===== config.mk =====
export PLATFORM = sky130hd
export DESIGN_NAME = mmio_timer
export DESIGN_NICKNAME = d
export VERILOG_FILES = /design/src/rtl/mmio_timer_pkg.sv /design/src/rtl/mmio_timer_prescaler.sv /design/src/rtl/mmio_timer.sv
export SDC_FILE = /design/constraint.sdc
export NUM_CORES = 1
export LEC_CHECK = 0
export BUFFER_PORTS_ARGS = -buffer_cell sky130_fd_sc_hd__buf_2
export CORE_ASPECT_RATIO = 1.25
export CORE_MARGIN = 2
export CORE_UTILIZATION = 31
export DETAILED_ROUTE_END_ITERATION = 8
export GPL_TIMING_DRIVEN = 0
export PLACE_DENSITY = 0.5
export SYNTH_ARGS = -nofsm -noshare
export SYNTH_HDL_FRONTEND = slang
export SYNTH_HIERARCHICAL = 1
export SYNTH_SLANG_ARGS = --single-unit

===== constraint.sdc =====
create_clock -name clk -period 3.5 [get_ports clk]
set_input_delay 0.35 -clock clk [delete_from_list [all_inputs] [get_ports clk]]
set_output_delay 0.35 -clock clk [all_outputs]
set_load 0.01 [all_outputs]

===== src/rtl/mmio_timer_pkg.sv =====
// Shared register map, CTRL/STATUS bit positions, timer state encoding and byte-lane merge helper.
// Imported by mmio_timer and mmio_timer_prescaler.
package mmio_timer_pkg;

  localparam logic [4:0] OFF_CTRL     = 5'h00;
  localparam logic [4:0] OFF_PRESCALE = 5'h04;
  localparam logic [4:0] OFF_COUNT    = 5'h08;
  localparam logic [4:0] OFF_COMPARE  = 5'h0C;
  localparam logic [4:0] OFF_STATUS   = 5'h10;
  localparam logic [4:0] OFF_CAPTURE  = 5'h14;

  localparam int CTRL_EN    = 0;
  localparam int CTRL_AUTO  = 1;
  localparam int CTRL_IRQ   = 2;
  localparam int STAT_MATCH = 0;
  localparam int STAT_CAP   = 1;

  typedef enum logic [1:0] {
    ST_IDLE    = 2'd0,
    ST_RUN     = 2'd1,
    ST_EXPIRED = 2'd2
  } state_t;

  function automatic logic [31:0] apply_sel(input logic [31:0] cur,
                                            input logic [31:0] wdat,
                                            input logic [3:0]  sel);
    logic [31:0] res;
    res = cur;
    for (int i = 0; i < 4; i++) begin
      if (sel[i]) res[8*i +: 8] = wdat[8*i +: 8];
    end
    return res;
  endfunction

endpackage


===== src/rtl/mmio_timer_prescaler.sv =====
// Prescaler: counts 0..prescale while running and emits a one-cycle tick on the wrap cycle.
// Tick is combinational from the counter (same-cycle); clear forces the counter back to 0.
module mmio_timer_prescaler
  import mmio_timer_pkg::*;
#(
  parameter int unsigned PRESCALE_W = 16
) (
  input  logic                  clk,
  input  logic                  reset_n,
  input  logic                  run,
  input  logic                  clear,
  input  logic [PRESCALE_W-1:0] prescale,
  output logic                  tick
);

  logic [PRESCALE_W-1:0] pcnt;

  assign tick = run && (pcnt == prescale);

  always_ff @(posedge clk or negedge reset_n) begin
    if (!reset_n) begin
      pcnt <= '0;
    end else if (clear) begin
      pcnt <= '0;
    end else if (run) begin
      pcnt <= tick ? '0 : pcnt + PRESCALE_W'(1);
    end
  end

endmodule


===== src/rtl/mmio_timer.sv =====
// Memory-mapped compare timer (one-shot / auto-reload, level irq); zero-latency reads, writes on the edge, no stalls.
// Optional COUNT capture input and CAPTURE register are compiled in with MMIO_TIMER_CAPTURE_EN.
module mmio_timer #(
  parameter logic [31:0] BASE_ADDR  = 32'h4000_0000,
  parameter int unsigned PRESCALE_W = 16
) (
  input  logic        clk,
  input  logic        reset_n,
  input  logic        mem_rd_req_i,
  input  logic [31:0] mem_rd_addr_i,
  output logic [31:0] mem_rd_data_o,
  input  logic        mem_wd_req_i,
  input  logic [3:0]  mem_wd_sel_i,
  input  logic [31:0] mem_wd_addr_i,
  input  logic [31:0] mem_wd_data_i,
  output logic        irq_o
`ifdef MMIO_TIMER_CAPTURE_EN
  ,
  input  logic        capture_i
`endif
);

  import mmio_timer_pkg::*;

  state_t                state;
  logic [2:0]            ctrl;
  logic [PRESCALE_W-1:0] prescale;
  logic [31:0]           count;
  logic [31:0]           compare;
  logic                  match;
  logic                  cap_flag;
  logic [31:0]           capture_q;

  logic       rd_hit;
  logic       wr_hit;
  logic [4:0] rd_off;
  logic [4:0] wr_off;
  logic       ctrl_wr;
  logic       prescale_wr;
  logic       count_wr;
  logic       compare_wr;
  logic       status_wr;
  logic       match_w1c;
  logic       run;
  logic       tick;
  logic       hit;
  logic       one_shot_done;
  logic       unused_addr_lsbs;

  // Window is 32 bytes, so only addr[31:5] selects the block and addr[1:0] is ignored.
  assign rd_hit = mem_rd_req_i && (mem_rd_addr_i[31:5] == BASE_ADDR[31:5]);
  assign wr_hit = mem_wd_req_i && (mem_wd_addr_i[31:5] == BASE_ADDR[31:5]);
  assign rd_off = {mem_rd_addr_i[4:2], 2'b00};
  assign wr_off = {mem_wd_addr_i[4:2], 2'b00};
  assign unused_addr_lsbs = ^{mem_rd_addr_i[1:0], mem_wd_addr_i[1:0]};

  assign ctrl_wr     = wr_hit && (wr_off == OFF_CTRL) && mem_wd_sel_i[0];
  assign prescale_wr = wr_hit && (wr_off == OFF_PRESCALE) && (|mem_wd_sel_i);
  assign count_wr    = wr_hit && (wr_off == OFF_COUNT) && (|mem_wd_sel_i);
  assign compare_wr  = wr_hit && (wr_off == OFF_COMPARE) && (|mem_wd_sel_i);
  assign status_wr   = wr_hit && (wr_off == OFF_STATUS) && mem_wd_sel_i[0];
  assign match_w1c   = status_wr && mem_wd_data_i[STAT_MATCH];

  assign run           = (state == ST_RUN);
  assign hit           = tick && (count == compare);
  assign one_shot_done = hit && !ctrl[CTRL_AUTO];

  mmio_timer_prescaler #(
    .PRESCALE_W (PRESCALE_W)
  ) u_prescaler (
    .clk      (clk),
    .reset_n  (reset_n),
    .run      (run),
    .clear    (prescale_wr),
    .prescale (prescale),
    .tick     (tick)
  );

  always_ff @(posedge clk or negedge reset_n) begin
    if (!reset_n) begin
      state <= ST_IDLE;
    end else begin
      case (state)
        ST_IDLE, ST_EXPIRED: begin
          if (ctrl_wr && mem_wd_data_i[CTRL_EN]) state <= ST_RUN;
        end
        ST_RUN: begin
          // A software CTRL write in the expiry cycle decides the next state.
          if (ctrl_wr) begin
            if (!mem_wd_data_i[CTRL_EN]) state <= ST_IDLE;
          end else if (one_shot_done) begin
            state <= ST_EXPIRED;
          end
        end
        default: state <= ST_IDLE;
      endcase
    end
  end

  always_ff @(posedge clk or negedge reset_n) begin
    if (!reset_n) begin
      ctrl     <= '0;
      prescale <= '0;
      count    <= '0;
      compare  <= '0;
      match    <= 1'b0;
    end else begin
      if (ctrl_wr) begin
        ctrl <= mem_wd_data_i[2:0];
      end else if (one_shot_done) begin
        ctrl[CTRL_EN] <= 1'b0;
      end

      if (prescale_wr) begin
        prescale <= PRESCALE_W'(apply_sel(32'(prescale), mem_wd_data_i, mem_wd_sel_i));
      end

      if (compare_wr) begin
        compare <= apply_sel(compare, mem_wd_data_i, mem_wd_sel_i);
      end

      if (count_wr) begin
        count <= apply_sel(count, mem_wd_data_i, mem_wd_sel_i);
      end else if (tick) begin
        if (!hit) begin
          count <= count + 32'd1;
        end else if (ctrl[CTRL_AUTO]) begin
          count <= '0;
        end
      end

      if (hit) begin
        match <= 1'b1;
      end else if (match_w1c) begin
        match <= 1'b0;
      end
    end
  end

`ifdef MMIO_TIMER_CAPTURE_EN
  logic [2:0] cap_sync;
  logic       cap_rise;
  logic       cap_w1c;

  // Two synchroniser flops plus one history flop for rising-edge detection.
  assign cap_rise = cap_sync[1] && !cap_sync[2];
  assign cap_w1c  = status_wr && mem_wd_data_i[STAT_CAP];

  always_ff @(posedge clk or negedge reset_n) begin
    if (!reset_n) begin
      cap_sync  <= '0;
      capture_q <= '0;
      cap_flag  <= 1'b0;
    end else begin
      cap_sync <= {cap_sync[1:0], capture_i};
      if (cap_rise) begin
        capture_q <= count;
        cap_flag  <= 1'b1;
      end else if (cap_w1c) begin
        cap_flag <= 1'b0;
      end
    end
  end
`else
  assign capture_q = '0;
  assign cap_flag  = 1'b0;
`endif

  assign irq_o = ctrl[CTRL_IRQ] && (match || cap_flag);

  always_comb begin
    mem_rd_data_o = '0;
    if (rd_hit) begin
      case (rd_off)
        OFF_CTRL:     mem_rd_data_o = {29'd0, ctrl};
        OFF_PRESCALE: mem_rd_data_o = 32'(prescale);
        OFF_COUNT:    mem_rd_data_o = count;
        OFF_COMPARE:  mem_rd_data_o = compare;
        OFF_STATUS:   mem_rd_data_o = {30'd0, cap_flag, match};
        OFF_CAPTURE:  mem_rd_data_o = capture_q;
        default:      mem_rd_data_o = '0;
      endcase
    end
  end

endmodule


Word level (Yosys, flattened, before mapping)
Cells that the tools add are included.
Word-level totals
  output and inout port bits: 33
  bits in registers: 102
  word-level logic and storage cells: 100
Operators by class
  eq/ne operators: 22
  add/subtract/negate cells: 2
  reduce and logical (&&, ||, !) cells: 39
  mux-type cells: 22
Operators by type and width (number)
  $mux W32: 5
  $pmux W32 S5: 1
  $eq A27 B26 Y1 const B: 2
  $mux W16: 3
  $add A32 B1 Y32 const B: 1
  $eq A32 B32 Y1: 1
  $mux W8: 4
  $logic_and A1 B1 Y1: 18
  $add A16 B1 Y16 const B: 1
  $eq A16 B16 Y1: 1
  $reduce_and A3 Y1: 5
  $eq A3 B2 Y1 const B: 4
  $reduce_and A2 Y1: 6
  $logic_not A5 Y1: 2
  $ne A2 B2 Y1 const B: 5
  $ne A3 B3 Y1 const B: 3
  $mux W2: 4
  $reduce_bool A2 Y1: 4
  $eq A3 B1 Y1 const B: 2
  $eq A3 B3 Y1 const B: 2
  $mux W1: 4
  $pmux W2 S2: 1
  $reduce_or A4 Y1: 1
  $eq A2 B1 Y1 const B: 1
  other kinds (4): 4

Logic depth before layout (Yosys ltp)
  depth after elaboration: 7
  mapped depth: 12

By module
Netlist, hierarchy kept.
By module, submodules not included
  mmio_timer: instances 1, cells an instance 567, area each 5484.0 um^2
  mmio_timer_prescaler: instances 1, cells an instance 123, area each 1099.8 um^2

Worst setup path after synthesis
OpenSTA, ideal clock, no wires.
  path kind: register -> register
  start point: reg u_prescaler.pcnt[3]
  end point: reg count[1]
  arrival time: 3115 ps
  period minus slack after synthesis: 3239 ps
  data required time: 3375 ps
  setup slack: 261 ps
  stages on the path, launching flop included: 10
  setup time: 125 ps
  cells stage by stage: dfrtp_1 -> buf_6 -> xor2_1 -> or4_4 -> nor4b_4 -> nand3_1 -> nor4_4 -> nand4_4 -> a21oi_4 -> mux2_2
Between the ends
  cells in the longest elaborated chain, start to end: 6
  elaborated cells between the ends (all ways): 9
RTL lines
  from (decl): line mmio_timer_prescaler.sv:16  | logic [PRESCALE_W-1:0] pcnt;
  from (signal assigned): line mmio_timer_prescaler.sv:26  | pcnt <= tick ? '0 : pcnt + PRESCALE_W'(1);
  $eq A16 B16 Y1 *: line mmio_timer_prescaler.sv:18  | assign tick = run && (pcnt == prescale);
  $logic_and A1 B1 Y1 *: line mmio_timer_prescaler.sv:18
  named net tick: line mmio_timer.sv:45  | logic tick;
  $logic_and A1 B1 Y1: line mmio_timer.sv:65  | assign hit = tick && (count == compare);
  $mux W32: line mmio_timer.sv:125  | if (!hit) begin
  $mux W32: line mmio_timer.sv:124  | end else if (tick) begin
  $mux W32: line mmio_timer.sv:122  | if (count_wr) begin
  to (signal assigned): line mmio_timer.sv:123  | count <= apply_sel(count, mem_wd_data_i, mem_wd_sel_i);
  to (signal assigned): line mmio_timer.sv:126  | count <= count + 32'd1;
  to (decl): line mmio_timer.sv:28  | logic [31:0] count;
Mark *: on every way through the listed nets, which the timed path passes. The rest lies on a longest branch. The select of a mux whose other input is x is not followed.
A chain may end at the register's enable or synchronous reset.

Final worst setup path
  start point: reg u_prescaler.pcnt[2]
  end point: reg count[13]
The elaborated chain is that of the path after synthesis.

==> flow_metrics.py <==
metrics = {
    "run_status": {
        "status": "finished clean",
    },
    "logic_synthesis": {
        "netlist_area_sq_um": 6584,
        "synth_flop_cell": "dfrtp_1",
        "synth.net_count": 796,
        "yosysWarnings": 6,
        "synthTopCellsByCount": "102 x dfrtp_1, 66 x nor2_1, 62 x mux2_2",
        "syn_avg_cell_area_sq_um": 9.542,
        "synth_edf_count": 0,
        "yosysMostFrequentCell": "dfrtp_1",
        "seq_area_frac_synth": 0.3877,
        "synth_top_area_share": 0.3877,
        "synth_seq_cells": 102,
        "async_flop_share": 1.000,
        "synth_top_cell_by_area": "dfrtp_1",
        "synth_cell_types": 65,
        "synth_cells": 690,
        "synth.top_cells.by_area": "dfrtp_1 39%, mux2_2 11%, xnor2_1 4.0%, nor2_1 3.8%, a22oi_1 3.6%",
    },
    "grt": {
        "grt_max_degree": 90,
        "grt_usage": 0.1961,
        "antenna_found_initial": 0,
        "grt_pass1_vias": 6022,
        "grt-ovfl-total": 0,
        "grt_pass1_wl_mm": 34.27,
    },
    "final_layout": {
        "drive_gt1_frac": 0.3027,
        "post-route-util": 0.3834,
        "area_growth_pct": 21.23,
        "diodes": 0,
        "nNetsFinal": 940,
    },
    "route": {
        "wl_mm": 21.54,
        "ant_nets": 0,
        "avgRoutedWirePerCell_um": 19.35,
        "drt_iter0_markers": 319,
        "vias": 5893,
        "drc": 0,
        "first_pass_iters": 5,
        "vias_per_cell": 5.295,
    },
    "clocking": {
        "clock_sink_count": 102,
        "root_buffer": "clkbuf_16",
        "numCtsBuffers": 9,
        "clk_latency_ns": 0.36,
        "cts_max_level": 3,
        "cts_tree": "done",
        "clk_pin_slew_ns": 0.08,
        "ctsLongestPathBuffers": 2,
    },
    "timing": {
        "worst_pin_slew_ns": 0.9879,
        "finalCritPeriodShare": 0.9550,
        "fin_hold_ws_ns": 0.2168,
        "slew_headroom": 0.3353,
        "fin_worst_skew_ns": 0.01071,
        "hold_viol_final": 0,
        "final_max_slew_viol_count": 0,
        "fmax_mhz": 299.2,
        "setup_violations": 0,
        "rsz0062_at_grt": "false",
        "min_period_ns": 3.343,
    },
    "placed_design": {
        "dp_hpwl_mm": 16.39,
        "gp_congestion": 0.8236,
        "io_buffers": 129,
    },
    "die": {
        "initial_core_util": 0.3163,
        "fp.dieH_um": 166.9,
        "die_w_um": 134.3,
        "dieArea_sq_um": 22430,
        "pin_count": 137,
        "core_region_area_sq_um": 20820,
        "rows": 59,
    },
    "worst_setup_path": {
        "cp_max_fo": 10,
        "end_kind": "flip-flop",
        "cp.required_ns": 3.74,
        "cp-start-kind": "flip-flop",
        "arrival_ns": 3.58,
        "critPathKind": "reg -> reg",
    },
    "power_and_ir_drop": {
        "comb_power_share": 0.058,
        "clkPwrFrac": 0.459,
        "power_density_nw_per_um2": 305.9,
        "irDropWorstVdd_mv": 0.3273,
        "switching_share": 0.2280,
        "intPower_uw": 1885,
        "pwr-share-seq": 0.483,
        "leakage_uw": 0.003410,
        "power.switching_uw": 556.7,
    },
    "worst_hold_path": {
        "hp-class": "in -> reg",
    },
    "job": {
        "max-cap-violations": 0,
    },
}
[worst max-delay path, stage by stage, from the launching register on]
cell and delay, ns:
dfrtp_1 0.47, xnor2_2 0.24, nand4_1 0.13, or4_4 0.44
nor4b_4 0.35, nand3_1 0.18, nor4_4 0.15, buf_4 0.19
a41oi_4 0.25, buf_2 0.34, nand3_1 0.12, o31ai_1 0.07
a221o_1 0.27
[logic make-up (layout without fill, tap and decap cells)]
logic type | count (synthesis) | after routing | share of synthesized area
XOR/XNOR | 49 | 49 | 0.06518
adder cells (fa/ha/maj) | 2 | 2 | 0.003800
AO/OA/AOI/OAI | 130 | 130 | 0.1448
multiplexers | 70 | 70 | 0.1201
AND/OR/NAND/NOR | 285 | 285 | 0.2412
buffers and inverters | 52 | 201 | 0.03725
flip-flops | 102 | 102 | 0.3877
[layer usage]
metal  routed length, um  vias to the layer above  track usage  part of all wire
met5                   0                        -            0                 0
met4                 623                        0      0.06682             0.029
met3                 956                       30      0.02892             0.044
met2               10580                      149       0.3261              0.49
met1                9380                     2851       0.2598              0.44
li1                    -                     2863            -                 -
[registers in the layout (all words and copies together) (netlist names)]
signal	count
compare	32
match	1
state	2
ctrl	3
prescale	16
u_prescaler/pcnt	16
count	32
[cell type report]
type | instances | area [sq um]
plain buffers | 41 | 209.0
clock buffers | 11 | 242.7
clock inverters | 5 | 81.33
fillers | 2188 | 12840
inverters | 11 | 41.29
multi-input cells | 536 | 3807
flip-flops and latches | 102 | 2552
well taps | 274 | 342.8
repair buffers | 133 | 704.4
[cells in the final DEF, fill, tap and decap left out, types with 4 or more instances in the layout]
master and count:
dfrtp_1 102, nand3_1 41, a221o_1 16, a22oi_1 32, nand4_1 20, xnor2_1 29, and2_1 7, buf_6 5
nand2_1 45, buf_2 139, nor4_2 4, mux2_2 62, clkbuf_1 21, nor4_1 26, o31ai_1 9, inv_1 11
o21ai_0 31, nand2b_1 14, and3_1 6, nor2_1 66, a21oi_1 14, nor4bb_1 4, mux2i_1 7, xor2_1 19
clkbuf_16 9, nor3_1 14, nor2b_1 6
[final timing paths]
kind | from | to | slack [ns] | cells after the start
worst min register to register | state[0] | state[0] | 0.48 | 1
worst max-delay path | u_prescaler/pcnt[2] | count[13] | 0.16 | 12
min in group asynchronous | reset_n | u_prescaler/pcnt[12] | 0.37 | 2
worst max register to register | u_prescaler/pcnt[2] | count[13] | 0.16 | 12
max in group asynchronous | reset_n | count[13] | 2.43 | 3
worst min-delay path | mem_wd_data_i[21] | count[21] | 0.22 | 3
[timing repair]
item                       4_1_cts  5_1_grt
buffers inserted                 2        0
setup endpoints to repair       35       19
pin swaps                        2        2
hold buffers                     1        0
gates resized for setup          0        6
hold endpoints to repair        13        0
[through the flow]
| step | cell area [sq um] | instances | setup slack (ns) | setup TNS (ns) | total power, uW |
|---|---|---|---|---|---|
| finish | 7981 | 1113 | 0.1573 | 0 | 2441 |
| global route | 7981 | 1113 | 0.01009 | 0 | 2529 |
| CTS | 7960 | 1113 | 0.002852 | 0 | 2477 |
| detailed placement | 7611 | 1094 | -0.6687 | -18.29 | 1346 |
| global placement | 7572 | 1093 | -0.6646 | -18.05 | 1340 |
| floorplan | 6584 | 690 | 0.2605 | 0 | 1233 |
[power groups by stage]
stage / Combinational [uW] / Clock (uW) / Sequential, uW
floorplan: 31.1 / 0 / 1200
global placement: 139 / 0 / 1200
detailed placement: 144 / 0 / 1200
CTS: 146 / 1150 / 1180
global route: 157 / 1190 / 1180
finish: 142 / 1120 / 1180
(Power assumes the default switching activity.)
